===== config.mk =====
export PLATFORM = sky130hd
export DESIGN_NAME = multich_variable_delay_flat
export DESIGN_NICKNAME = d
export VERILOG_FILES = /design/src/rtl/multich_variable_delay_if.sv /design/src/rtl/multich_variable_delay.sv /design/src/flat_wrapper.sv
export SDC_FILE = /design/constraint.sdc
export NUM_CORES = 2
export LEC_CHECK = 0
export BUFFER_PORTS_ARGS = -buffer_cell sky130_fd_sc_hd__buf_4
export CORE_ASPECT_RATIO = 0.5
export CORE_UTILIZATION = 65
export DETAILED_ROUTE_END_ITERATION = 16
export GPL_TIMING_DRIVEN = 0
export MAX_ROUTING_LAYER = met4
export PLACE_DENSITY_LB_ADDON = 0.08
export SYNTH_ARGS = -nofsm -noshare
export SYNTH_HDL_FRONTEND = slang
export SYNTH_SLANG_ARGS = --single-unit

===== constraint.sdc =====
create_clock -name CLK -period 13.5 [get_ports CLK]
set_input_delay 3.375 -clock CLK [delete_from_list [all_inputs] [get_ports CLK]]
set_output_delay 3.375 -clock CLK [all_outputs]
set_load 0.02 [all_outputs]

===== src/rtl/multich_variable_delay_if.sv =====
// multich_variable_delay_if
//   Groups the data and status signals of the multi-channel variable delay line.
//   The design's own clock and reset are plain ports and are not part of this interface.
//
//   Signals:
//     DIN         packed input samples, channel c at [c*DATA_WIDTH +: DATA_WIDTH]
//     DELAY       packed per-channel delay requests, channel c at [c*DW_D +: DW_D]
//     DOUT        packed delayed samples, laid out the same way as DIN
//     DOUT_VALID  per-channel flag: the delay history is complete
//     DELAY_ERR   per-channel sticky flag: a delay request exceeded MAX_DELAY_LENGTH
//
//   Modports:
//     master  the stimulus or upstream side; drives DIN and DELAY
//     slave   the delay line; drives DOUT, DOUT_VALID and DELAY_ERR
interface multich_variable_delay_if #(
    parameter int DATA_WIDTH       = 16,
    parameter int CH_NUM           = 4,
    parameter int MAX_DELAY_LENGTH = 64
);
    localparam int DW_D = $clog2(MAX_DELAY_LENGTH + 1);

    logic [CH_NUM*DATA_WIDTH-1:0] DIN;
    logic [CH_NUM*DW_D-1:0]       DELAY;
    logic [CH_NUM*DATA_WIDTH-1:0] DOUT;
    logic [CH_NUM-1:0]            DOUT_VALID;
    logic [CH_NUM-1:0]            DELAY_ERR;

    modport master (output DIN, output DELAY, input DOUT, input DOUT_VALID, input DELAY_ERR);
    modport slave  (input DIN, input DELAY, output DOUT, output DOUT_VALID, output DELAY_ERR);
endinterface


===== src/rtl/multich_variable_delay.sv =====
// multich_variable_delay
//   Multi-channel delay line with a run-time delay for each channel.
//   Each channel delays its own sample stream by 0..MAX_DELAY_LENGTH cycles.
//   All channels share one circular buffer and one write pointer.
//   A channel's output stays at zero and its valid flag stays low until the
//   buffer holds a full history at the current delay. This applies after reset
//   and after every change of the effective delay.
//
//   Ports:
//     CLK  system clock, rising edge
//     RST  asynchronous, active-high reset
//     bus  multich_variable_delay_if.slave (DIN, DELAY in; DOUT, DOUT_VALID, DELAY_ERR out)
//
//   Optional build macro:
//     OUTPUT_REG_EN  adds one register stage on DOUT and DOUT_VALID, which adds
//                    one cycle to every output latency, including the zero-delay
//                    bypass. DELAY_ERR timing is not affected.
module multich_variable_delay #(
    parameter int DATA_WIDTH       = 16,
    parameter int CH_NUM           = 4,
    parameter int MAX_DELAY_LENGTH = 64
) (
    input  logic                   CLK,
    input  logic                   RST,
    multich_variable_delay_if.slave bus
);
    localparam int              DW_D  = $clog2(MAX_DELAY_LENGTH + 1);
    localparam int              AW    = $clog2(MAX_DELAY_LENGTH);
    localparam logic [DW_D-1:0] MAX_D = DW_D'(MAX_DELAY_LENGTH);

    logic [CH_NUM*DATA_WIDTH-1:0] mem [MAX_DELAY_LENGTH];
    logic [AW-1:0]                wptr;

    // The buffer is not reset; the fill tracking keeps stale slots hidden.
    always_ff @(posedge CLK) begin
        mem[wptr] <= bus.DIN;
    end

    // wptr wraps naturally because the depth is a power of two.
    always_ff @(posedge CLK or posedge RST) begin
        if (RST) begin
            wptr <= '0;
        end else begin
            wptr <= wptr + AW'(1);
        end
    end

    for (genvar c = 0; c < CH_NUM; c++) begin : g_ch
        logic [DW_D-1:0]       req;
        logic [DW_D-1:0]       d_eff;
        logic [DW_D-1:0]       dly_prev;
        logic [DW_D-1:0]       fill_cnt;
        logic                  err_q;
        logic [AW-1:0]         rd_addr;
        logic [DATA_WIDTH-1:0] rd_data;
        logic [DATA_WIDTH-1:0] dout_c;
        logic                  valid_c;

        assign req   = bus.DELAY[c*DW_D +: DW_D];
        assign d_eff = (req > MAX_D) ? MAX_D : req;

        // The read happens before this edge's write. When d_eff equals the
        // depth, its low AW bits are zero, so the read address is wptr itself:
        // the slot that is about to be overwritten, holding the oldest sample.
        assign rd_addr = wptr - d_eff[AW-1:0];
        assign rd_data = mem[rd_addr][c*DATA_WIDTH +: DATA_WIDTH];

        // A change of d_eff restarts the fill count. The reset value of
        // dly_prev is zero, so after reset every non-zero delay looks like a
        // change, which costs one extra edge before the output becomes valid.
        always_ff @(posedge CLK or posedge RST) begin
            if (RST) begin
                fill_cnt <= '0;
                dly_prev <= '0;
                err_q    <= 1'b0;
            end else begin
                dly_prev <= d_eff;
                if (d_eff != dly_prev) begin
                    fill_cnt <= '0;
                end else if (fill_cnt != MAX_D) begin
                    fill_cnt <= fill_cnt + DW_D'(1);
                end
                if (req > MAX_D) begin
                    err_q <= 1'b1;
                end
            end
        end

        assign valid_c = !RST && (fill_cnt >= d_eff);
        assign dout_c  = !valid_c         ? '0 :
                         (d_eff == '0)    ? bus.DIN[c*DATA_WIDTH +: DATA_WIDTH] :
                                            rd_data;

        assign bus.DELAY_ERR[c] = err_q;

`ifdef OUTPUT_REG_EN
        logic [DATA_WIDTH-1:0] dout_q;
        logic                  valid_q;

        // One extra stage so the outputs are driven straight from flops.
        always_ff @(posedge CLK or posedge RST) begin
            if (RST) begin
                dout_q  <= '0;
                valid_q <= 1'b0;
            end else begin
                dout_q  <= dout_c;
                valid_q <= valid_c;
            end
        end

        assign bus.DOUT[c*DATA_WIDTH +: DATA_WIDTH] = dout_q;
        assign bus.DOUT_VALID[c]                    = valid_q;
`else
        assign bus.DOUT[c*DATA_WIDTH +: DATA_WIDTH] = dout_c;
        assign bus.DOUT_VALID[c]                    = valid_c;
`endif
    end
endmodule


===== src/flat_wrapper.sv =====
// flat-port wrapper written by rule: the top's interface ports become plain ports
module multich_variable_delay_flat 
#(
    parameter int DATA_WIDTH       = 16,
    parameter int CH_NUM           = 4,
    parameter int MAX_DELAY_LENGTH = 64
)
  (CLK, RST, bus_DIN, bus_DELAY, bus_DOUT, bus_DOUT_VALID, bus_DELAY_ERR);
  multich_variable_delay_if #(.DATA_WIDTH(DATA_WIDTH), .CH_NUM(CH_NUM), .MAX_DELAY_LENGTH(MAX_DELAY_LENGTH)) bus_i ();
  input  logic CLK;
  input  logic RST;
  input wire logic [$bits(bus_i.DIN)-1:0] bus_DIN;
  input wire logic [$bits(bus_i.DELAY)-1:0] bus_DELAY;
  output wire logic [$bits(bus_i.DOUT)-1:0] bus_DOUT;
  output wire logic [$bits(bus_i.DOUT_VALID)-1:0] bus_DOUT_VALID;
  output wire logic [$bits(bus_i.DELAY_ERR)-1:0] bus_DELAY_ERR;
  assign bus_i.DIN = bus_DIN;
  assign bus_i.DELAY = bus_DELAY;
  assign bus_DOUT = bus_i.DOUT;
  assign bus_DOUT_VALID = bus_i.DOUT_VALID;
  assign bus_DELAY_ERR = bus_i.DELAY_ERR;
  multich_variable_delay #(.DATA_WIDTH(DATA_WIDTH), .CH_NUM(CH_NUM), .MAX_DELAY_LENGTH(MAX_DELAY_LENGTH)) u_core (.CLK(CLK), .RST(RST), .bus(bus_i));
endmodule

Word level (Yosys, flattened, before mapping)
Memory sizes are Yosys's and may differ from the RTL's.
Index checks and enable logic that the tools add are counted.
Widths: inputs -> output; s select.
{"block": "word_totals", "register_bits": 66, "ram_bits": 4096, "in_bits": 94, "n_memories": 1}
{"memory": "u_core.mem", "words": 64, "width": 64, "rd": 4, "rd_clocked_by_memory_dff": 0, "wr": 1, "line": "multich_variable_delay.sv:31", "source": "logic [CH_NUM*DATA_WIDTH-1:0] mem [MAX_DELAY_LENGTH];"}
{"block": "op_classes", "addsub": 9, "n_lt_le_gt_ge": 8, "eq_ne": 8, "muxes": 20, "reduce_logical": 13}
{"op": "$mux 16", "n": 8}
{"op": "$mux 7", "n": 12}
{"op": "$add 7x1->7 const B", "n": 4}
{"op": "$ge 7x7->1", "n": 4}
{"op": "$gt 7x7->1 const B", "n": 4}
{"op": "$logic_not 7->1", "n": 4}
{"op": "$ne 7x7->1", "n": 4}
{"op": "$ne 7x7->1 const B", "n": 4}
{"op": "$sub 6x6->6", "n": 4}
{"op": "$reduce_bool 2->1", "n": 4}
{"op": "$add 6x1->6 const B", "n": 1}
{"op": "$logic_and 1x1->1", "n": 4}
{"op": "$logic_not 1->1", "n": 1}

Longest topological paths before layout
An unclocked memory read counts as a cell.
{"block": "depth", "word_depth": 6, "mapped_depth": 14}

Least setup slack after synthesis
OpenSTA, ideal clock, no wires.
{"block": "synth_path", "kind": "input port to output port", "from": "input RST", "to": "output bus_DOUT[10]", "t_arrival_ps": 6763, "setup_slack_ps": 3362, "path_stages": 6, "cell_sequence": "inv_1 > o21ai_0 > nor3_1 > nand3b_1 > clkbuf_1 > o211ai_1"}
{"block": "synth_between", "elab_chain_len": 3}
{"element": "start: declaration", "line": "flat_wrapper.sv:11", "source": "input logic RST;"}
{"element": "$logic_not 1->1 (no source line)"}
{"element": "$logic_and 1x1->1", "line": "multich_variable_delay.sv:89", "source": "assign valid_c = !RST && (fill_cnt >= d_eff);"}
{"element": "$mux 16", "line": "multich_variable_delay.sv:90", "source": "assign dout_c = !valid_c ? '0 :"}
{"element": "end: declaration", "line": "flat_wrapper.sv:14", "source": "output wire logic [$bits(bus_i.DOUT)-1:0] bus_DOUT;"}
No other way between the ends.

Final worst setup path
{"block": "layout_path", "from": "input bus_DELAY[6]", "to": "output bus_DOUT[0]"}
{"block": "layout_between", "elab_chain_len": 6}
{"element": "start: declaration", "line": "flat_wrapper.sv:13", "source": "input wire logic [$bits(bus_i.DELAY)-1:0] bus_DELAY;"}
{"element": "$gt 7x7->1 (*)", "line": "multich_variable_delay.sv:60", "source": "assign d_eff = (req > MAX_D) ? MAX_D : req;"}
{"element": "$mux 7 (*)", "line": "multich_variable_delay.sv:60"}
{"element": "named net u_core.g_ch[0].d_eff[1]", "line": "multich_variable_delay.sv:50", "source": "logic [DW_D-1:0] d_eff;"}
{"element": "$sub 6x6->6", "line": "multich_variable_delay.sv:65", "source": "assign rd_addr = wptr - d_eff[AW-1:0];"}
{"element": "$mem_v2 64x64"}
{"element": "$mux 16", "line": "multich_variable_delay.sv:91", "source": "(d_eff == '0) ? bus.DIN[c*DATA_WIDTH +: DATA_WIDTH] :"}
{"element": "$mux 16 (*)", "line": "multich_variable_delay.sv:90"}
The timed path passes the listed nets; every way through them passes the cells marked *.

==> flow_metrics.tcl <==
set metrics [dict create \
    status "finished, final reports clean" \
    area_growth_pct 13.3 \
    synthArstFlopShare_pct 1.59 \
    rsz0062_at_grt "false" \
    period_share_pct 88.3 \
    powerDensity_nw_per_um2 140 \
    met1_length_mm 165 \
    antenna_found_initial 8 \
    io_buffers 163 \
    grt_max_degree 66 \
    routed_wl_mm 450 \
    hp-class "reg -> reg" \
    start_util_pct 65.5 \
    crit_chain "clkbuf_1, clkinv_1, nand2_1, inv_1, fa_1, clkbuf_1, clkbuf_1, mux4_2, mux2i_1, a32oi_1, nand4b_1, o211ai_1, buf_4" \
    fin_nets 8545 \
    hold_viol_final 0 \
    cellInternalPower_w 0.0201 \
    yosys-top-cells-area "edfxtp_1 (76%), mux4_2 (14%), nand2_1 (1.6%)" \
    dp_slack_ns 1.75 \
    synth.avg_cell_area_um2 21.2 \
    sw_frac_of_total_pct 22.1 \
    slowest_delay_ns 0.88 \
    drc 0 \
    path_class "in -> out" \
    netlist_area_um2 162000 \
    cp_max_fo 10 \
    critical_path.most_common_cell "clkbuf_1" \
    cts_setup_buffers 0 \
    clk_latency_ns 0.95 \
    coreArea_um2 247000 \
    max_freq_mhz 83.9 \
    fp-row-count 129 \
    hpwlAfterDp_mm 282 \
    grt_pass1_vias 83800 \
    layout.cells.non_filler 12000 \
    first_iter_violations 15200 \
    dr.max_layer_used "met4" \
    finalClockSkew_ns 0.0597 \
    grt_pass1_wl_mm 628 \
    worstSetupStartpointType "primary input" \
    wl_met2_mm 203 \
    tns_ns 0 \
    ant_nets 0 \
    tritoncts.num_buffers 344 \
    yosysMostFrequentCell "edfxtp_1" \
    cts_sinks 4162 \
    arrival_ns 8.54 \
    combPwrFrac_pct 5.9 \
    grt_usage_pct 37.2 \
    routabilityCongestion 0.960 \
    tightest_slew_ns 1.39 \
    finish.utilization_pct 74.2 \
    synth_warnings 0 \
    grt-ovfl-total 0 \
    num_vias 86100 \
    finalMaxSlewViolations 0 \
    io_pins 166 \
    cts_root_buf "clkbuf_16" \
    synth.cells.most_frequent "edfxtp_1 (4096), mux4_2 (1036), nand2_1 (702)" \
    met3WireLength_mm 63.1 \
    cts_tree "built" \
    clockBufferDepth 4 \
    p_leak_nw 58.5 \
    nFillCells 13400 \
    cap_violations 0 \
    synthFlopType "edfxtp_1" \
    relSlewSlack_pct 7.48 \
    cts_resized 0 \
    slowest_stage "fa_1" \
    synthDominantCellAreaShare_pct 75.9 \
    setup_slack_ns 1.58 \
    layout-drive-gt1-share_pct 25.1 \
    die_h_um 355 \
    ctsHtreeMaxLevel 5 \
    r2r_cells 5 \
    clk_pin_slew_ns 0.07 \
    dpl.cell_count 11400 \
    endpoint_kind "output port" \
    synth-edff-count 4096 \
    hold_ws_ns 0.466 \
    ys_seq_elements 4162 \
    syn_inst 7656 \
    pwr-share-clk_pct 39.0 \
    synthDistinctLibCells 85 \
    die_w_um 708 \
    cts_hold_buf 0 \
    wire_per_inst_um 37.5 \
    dieArea_um2 251000 \
    synth-seq-area-share_pct 77.0 \
    setup_viol 0 \
    viasPerCell 7.17 \
    period_minus_slack_ns 11.92 \
    holdPathStages 1 \
    p_switching_w 0.00568 \
    p_seq_share_pct 55.1 \
    firstDrtPassIters 7 \
    worst_ep_required_time_ns 10.12 \
    synth_nets 7811 \
    ir_drop_mv 0.178 \
    synth_top_area_cell "edfxtp_1" \
]
state kept, by name, indices dropped and copies added, names as in the netlist:
signal	flops
u_core.g_ch.dly_prev	28
u_core.g_ch.err_q	4
u_core.g_ch.fill_cnt	28
u_core.mem	4096
u_core.wptr	6
worst max-delay path: cells and delay by family:
family                     cells  cell delay, ns
adders and majority gates      1            0.88
muxes                          2            0.45
and+or+nand+nor                2            0.68
buffers and inverters          6            2.47
AOI/OAI and AO/OA              2            0.66
kinds of logic after synthesis:
logic type / Yosys count / synth area share (%)
XOR/XNOR: 46 / 0.253
buffers and inverters: 477 / 1.31
adder cells (fa/ha/maj): 61 / 0.490
multiplexers: 1231 / 15.6
AND/OR/NAND/NOR: 1350 / 3.79
AO/OA/AOI/OAI: 329 / 1.57
flip-flops: 4162 / 77.0
worst paths after layout:
check	startpoint	endpoint	slack, ns
setup / recovery	bus_DELAY[6]	bus_DOUT[0]	1.58
hold / removal	u_core.g_ch[0].err_q	u_core.g_ch[0].err_q	0.47
setup reg to reg	u_core.wptr[1]	u_core.mem[4][28]	8.92
hold reg to reg	u_core.g_ch[0].err_q	u_core.g_ch[0].err_q	0.47
max in group asynchronous	RST	u_core.g_ch[1].dly_prev[2]	10.28
min in group asynchronous	RST	u_core.g_ch[2].fill_cnt[0]	2.57
layout make-up:
type                       count  area, um^2  share of cell area [%]
clock inverter               191        1740                   0.947
multi-input combinational   3017       35700                    19.4
clock buffer                 417        9100                    4.96
buffer                       415        1900                    1.03
tap                         3340        4180                    2.28
antenna                       10        25.0                  0.0136
inverter                      62         235                   0.128
timing repair buffer         388        5990                    3.27
sequential                  4162      125000                    67.9
placed cells by master (no fill, tap or decap), types with 14 or more instances in the layout:
cell type,n
buf_12,148
clkinv_2,58
nor2_4,61
buf_1,21
inv_1,59
o21ai_0,14
clkinvlp_4,19
nor4_1,19
o211ai_1,51
clkinv_1,71
nor3_1,17
nand2b_1,14
a211o_1,15
buf_4,181
nand2_1,702
a21oi_1,42
xor2_1,21
a211oi_1,20
nand3_1,278
mux2i_1,191
ha_1,57
clkbuf_16,354
mux4_2,1036
bufinv_16,30
clkbuf_1,280
dfrtp_1,66
buf_6,30
nand4_1,50
buf_16,58
nor2_1,76
nand4b_1,31
a22oi_1,24
xnor2_1,24
a32oi_1,51
a22o_1,19
edfxtp_1,4096
buf_2,147
and2_1,33
per-layer routing:
metal  vias to the layer above  GRT usage [%]
li1                      33200              -
met1                     44800           53.5
met5                         -              -
met4                         0           13.5
met3                      1018           9.09
met2                      7065           53.1
metrics by stage:
| step | area, um^2 | power [W] |
|---|---|---|
| floorplan | 162000 | 0.0153 |
| global placement | 167000 | 0.0159 |
| detailed placement | 173000 | 0.0160 |
| CTS | 183000 | 0.0258 |
| global route | 183000 | 0.0263 |
| finish | 183000 | 0.0258 |
power by group through the flow:
stage,sequential [W],clock [W],combinational (W)
5_1_grt,0.0142,0.0105,0.00158
2_1_floorplan,0.0145,0,0.000818
3_5_place_dp,0.0145,0,0.00149
3_3_place_gp,0.0145,0,0.00146
6_report,0.0142,0.0100,0.00153
4_1_cts,0.0142,0.0101,0.00150
(Power assumes the default switching activity.)
